--- src/rtl/param_half_adder.sv ---
// Registered WIDTH-bit unsigned adder without carry-in. The combinational sum is
// built as an explicit ripple chain: a half-adder cell at bit 0 and full-adder
// cells above it. Sum and carry-out are registered once, so results appear one
// cycle after the operands are sampled and a new pair can be accepted every cycle.
module param_half_adder #(
  parameter int unsigned WIDTH = 4
) (
  input  logic             clk,
  input  logic             rst,
  input  logic [WIDTH-1:0] a,
  input  logic [WIDTH-1:0] b,
  output logic [WIDTH-1:0] s,
  output logic             cout
);

  // carry[i] is the carry into bit i; carry[WIDTH] is the carry-out of the chain.
  logic [WIDTH:1]   carry;
  logic [WIDTH-1:0] sum_comb;

  logic [WIDTH-1:0] s_d, s_q;
  logic             cout_d, cout_q;

  for (genvar i = 0; i < WIDTH; i++) begin : g_bit
    if (i == 0) begin : g_half
      // No carry-in, so bit 0 only needs a half-adder cell.
      assign sum_comb[0] = a[0] ^ b[0];
      assign carry[1]    = a[0] & b[0];
    end else begin : g_full
      assign sum_comb[i] = a[i] ^ b[i] ^ carry[i];
      assign carry[i+1]  = (a[i] & b[i]) | (carry[i] & (a[i] ^ b[i]));
    end
  end

  // Next-state: capture the ripple result; reset is applied in the register.
  always_comb begin
    s_d    = sum_comb;
    cout_d = carry[WIDTH];
  end

  // Result register with synchronous active-high reset.
  always_ff @(posedge clk) begin
    if (rst) begin
      s_q    <= '0;
      cout_q <= 1'b0;
    end else begin
      s_q    <= s_d;
      cout_q <= cout_d;
    end
  end

  assign s    = s_q;
  assign cout = cout_q;

endmodule

--- config.mk ---
export PLATFORM = sky130hd
export DESIGN_NAME = param_half_adder
export DESIGN_NICKNAME = d
export VERILOG_FILES = /design/src/rtl/param_half_adder.sv
export SDC_FILE = /design/constraint.sdc
export NUM_CORES = 1
export LEC_CHECK = 0
export BUFFER_PORTS_ARGS = -buffer_cell sky130_fd_sc_hd__buf_2
export CAP_MARGIN = 25
export CORE_AREA = 2 2 39 41
export DETAILED_ROUTE_END_ITERATION = 10
export DIE_AREA = 0 0 41 43
export PLACE_DENSITY = 0.38
export RECOVER_POWER = 25
export SLEW_MARGIN = 20
export SYNTH_ARGS = -nofsm -noshare
export SYNTH_HDL_FRONTEND = slang
export SYNTH_SLANG_ARGS = --single-unit
export TNS_END_PERCENT = 50
--- constraint.sdc ---
create_clock -name clk -period 3.2 [get_ports clk]
set_input_delay 0.48 -clock clk [delete_from_list [all_inputs] [get_ports clk]]
set_output_delay 0.48 -clock clk [all_outputs]
set_load 0.02 [all_outputs]
== Yosys cells after proc, flatten, opt, wreduce, memory -nomap -nowiden ==
Cells that the tools add are included.

* Register bits after elaboration: 5
* Input port bits: 10
* Output and inout port bits: 5
* Word-level logic and storage cells: 19

* Bitwise operators: 17

{| class="wikitable"
|+ Operator list
! kind !! count
|-
| bitwise AND 1 bit || 7
|-
| XOR 1 bit || 7
|-
| bitwise OR 1 bit || 3
|}

== Longest topological paths before layout ==
* Depth in word-level cells: 7
* Gate-level depth with buffers: 8

== Worst setup path after synthesis ==
OpenSTA, ideal clock, no wires.

* Path type: input -> register
* Start: input a[0]
* End: register s_q[3] (netlist: s[3])
* Setup time: 0.064 ns
* Data arrival time: 1.787 ns
* Required time: 3.136 ns
* Setup slack: 1.349 ns
* Stages: 8
* Buffers on the path: 0
* Cells stage by stage: ha_1 -> inv_1 -> fa_1 -> inv_1 -> fa_1 -> inv_1 -> fa_1 -> nor2_1

* Word-level cells in the longest chain between the ends: 6

{| class="wikitable"
|+ RTL lines
! what !! line !! RTL
|-
| from (decl) || 10 || <nowiki>input logic [WIDTH-1:0] a,</nowiki>
|-
| bitwise AND 1 bit || 27 || <nowiki>assign carry[1] = a[0] & b[0];</nowiki>
|-
| bitwise AND 1 bit || 30 || <nowiki>assign carry[i+1] = (a[i] & b[i]) | (carry[i] & (a[i] ^ b[i]));</nowiki>
|-
| bitwise OR 1 bit || 30 ||
|-
| bitwise AND 1 bit || 30 ||
|-
| bitwise OR 1 bit || 30 ||
|-
| XOR 1 bit || 29 || <nowiki>assign sum_comb[i] = a[i] ^ b[i] ^ carry[i];</nowiki>
|-
| to (signal assigned) || 43 || <nowiki>s_q <= '0;</nowiki>
|-
| to (signal assigned) || 46 || <nowiki>s_q <= s_d;</nowiki>
|-
| to (decl) || 20 || <nowiki>logic [WIDTH-1:0] s_d, s_q;</nowiki>
|}

No other way between the ends.
A chain may end at the register's enable or synchronous reset.

== Worst setup path after layout ==
Same ends and word-level chain as after synthesis.

==> summary.md <==
| Metric | Value |
|---|---|
| PwrDens | 511 nW/um^2 |
| Met2 routed WL | 228 microns |
| CTS Buf Count | 3 |
| Fin. Hold Viols | 0 |
| Fmax | 560 MHz |
| Data arrival, critical path | 1.96 ns |
| Core Region | 1380 sq um |
| Largest net degree at the start of global routing | 6 |
| CTS root buf | clkbuf_4 |
| Worst setup SP type | input port |
| Status | finished, final reports clean |
| Top cell type's share of synthesized area | 0.449 |
| CP Cell Sequence | buf_2 > ha_1 > inv_1 > fa_1 > inv_1 > fa_1 > inv_1 > fa_1 > nor2_1 |
| Area contributors post-synth | dfxtp_1 (45%), fa_1 (27%), inv_1 (12%), ha_1 (5.6%), nor2b_1 (5.6%) |
| Mapped Area | 223 sq um |
| Wire length per cell | 6.82 microns |
| NumNets Final | 54 |
| Synth Register Bits | 5 |
| Post-Route M1 WL | 103 microns |
| Tightest Hold Check Type | input port to flip-flop |
| Synth area leader | dfxtp_1 |
| Cts repair resizes | 0 |
| Post-synthesis cell count | 21 |
| Synth unique cells | 6 |
| Maximum VDD drop | 0.108 mV |
| CP bufs+invs | 4 |
| CP Class | input port to flip-flop |
| Final Cycle Share | 0.558 |
| Worst Path Max Fanout | 1 |
| Vias in the first global route | 191 |
| Avg Cell Area, Syn | 10.6 sq um |
| Die area | 1760 sq um |
| Routed Antenna Nets | 0 |
| Post-synth ARST share | 0 |
| Clock slew at reported path FFs | 0.04 ns |
| Global-route wire length before repair | 641 microns |
| Sequential element share of the synthesized area | 0.449 |
| Top-count cell post-synth | inv_1 |
| Layout cell share with drive strength beyond 1 | 0.410 |
| Num ports | 15 |
| YS warnings | 0 |
| Post-synth EDFFs | 0 |
| CTS max path bufs | 2 |
| Pins Over Slew Limit | 0 |
| Port buffer count | 14 |
| Via Count | 187 |
| Crit. End Element | flip-flop |
| Synth-to-layout area growth | 51.7% |
| Met3 wire len | 42 microns |
| Gpl congestion | 0.688 |
| RSZ-0062 raised after global routing | false |
| Main flop type after synthesis | dfxtp_1 |
| Max-slew headroom | 0.834 |
| Maxcap violations | 0 |
| CTS tree | done |
| Global route overflow | 0 |
| Initial antenna violation count | 0 |
| Setup ws final | 1.42 ns |
| Commonest cells post-synth | inv_1 (7), dfxtp_1 (5), fa_1 (3), nor2_1 (3), nor2b_1 (2) |
| Final setup vio count | 0 |
| CTS H-tree lvls | 1 |
| Final wirelength | 375 microns |
| Post-CTS setup buffers | 0 |
| Worst setup slack after placement | 1.16 ns |
| GRT Overall Usage | 0.0597 |
| Initial core utilization | 0.161 |
| Die width | 41 microns |
| Core Rows | 14 |
| Setup_tns | 0 ns |
| Crit-path max cell delay | 0.40 ns |
| Diodes inserted | 0 |
| Hold_buf cts | 0 |
| Critical path's slowest cell | fa_1 |
| WHS | 0.454 ns |
| Synthesized net count | 35 |
| DRC viols | 0 |
| Leak pwr | 0.187 nW |
| Via density | 3.40 |
| Clk sink count | 5 |
| Slew @ Worst Pin | 0.251 ns |
| Die H | 43 microns |
| Tmin final | 1.78 ns |
| Drt pass-1 iters | 1 |
| CP required | 3.37 ns |
| Top Metal Used | met3 |
| Crit-path leading delay family | adder cells |
| Drt first-iter violations | 0 |
stage by stage:
step                instances  total power [mW]   util  area, sq um
floorplan                  21            0.0908      -          223
global placement           51             0.105  0.226          313
detailed placement         51             0.106  0.226          313
CTS                        55             0.179  0.245          339
global route               55             0.185  0.244          338
finish                     55             0.173  0.244          338
state kept, by name, indices dropped and copies added, names as in the netlist:
register  flops
s             4
cout          1
path summary, 6_finish.rpt:
check  startpoint  endpoint  slack (ns)  cells past startpoint
min           rst      cout        0.45                      2
max          a[0]      s[3]        1.42                      9
power breakdown:
part	switching (mW)	internal, mW
Sequential	0.00116	0.0690
Combinational	0.0190	0.0140
Clock	0.0226	0.0469
Total	0.0428	0.130
final cells by class:
cell class | count | area, sq um
fillers | 160 | 1050
flip-flops and latches | 5 | 100
repair buffers | 14 | 68.8
clock buffers | 4 | 26.3
inverters | 7 | 26.3
multi-input cells | 9 | 96.3
well taps | 16 | 20.0
layer usage:
| layer | track usage | up-vias |
|---|---|---|
| met4 | 0.0600 | 0 |
| li1 | - | 93 |
| met3 | 0.0366 | 0 |
| met5 | 0 | - |
| met2 | 0.0969 | 7 |
| met1 | 0.0395 | 87 |
layout by cell type (no fill, tap or decap):
cell      instances
nor2_1            3
fa_1              3
dfxtp_1           5
clkbuf_1          2
nor2b_1           2
ha_1              1
buf_2            13
inv_1             7
clkbuf_4          3
kinds of logic (layout without fill, tap and decap cells):
| kind of cell | count (synthesis) | in the layout | share of synthesized area |
|---|---|---|---|
| fa+ha+maj | 4 | 4 | 0.326 |
| buf+inv | 7 | 25 | 0.118 |
| flops | 5 | 5 | 0.449 |
| simple gates | 5 | 5 | 0.107 |
Note: power is estimated with default switching activity, not from simulation.
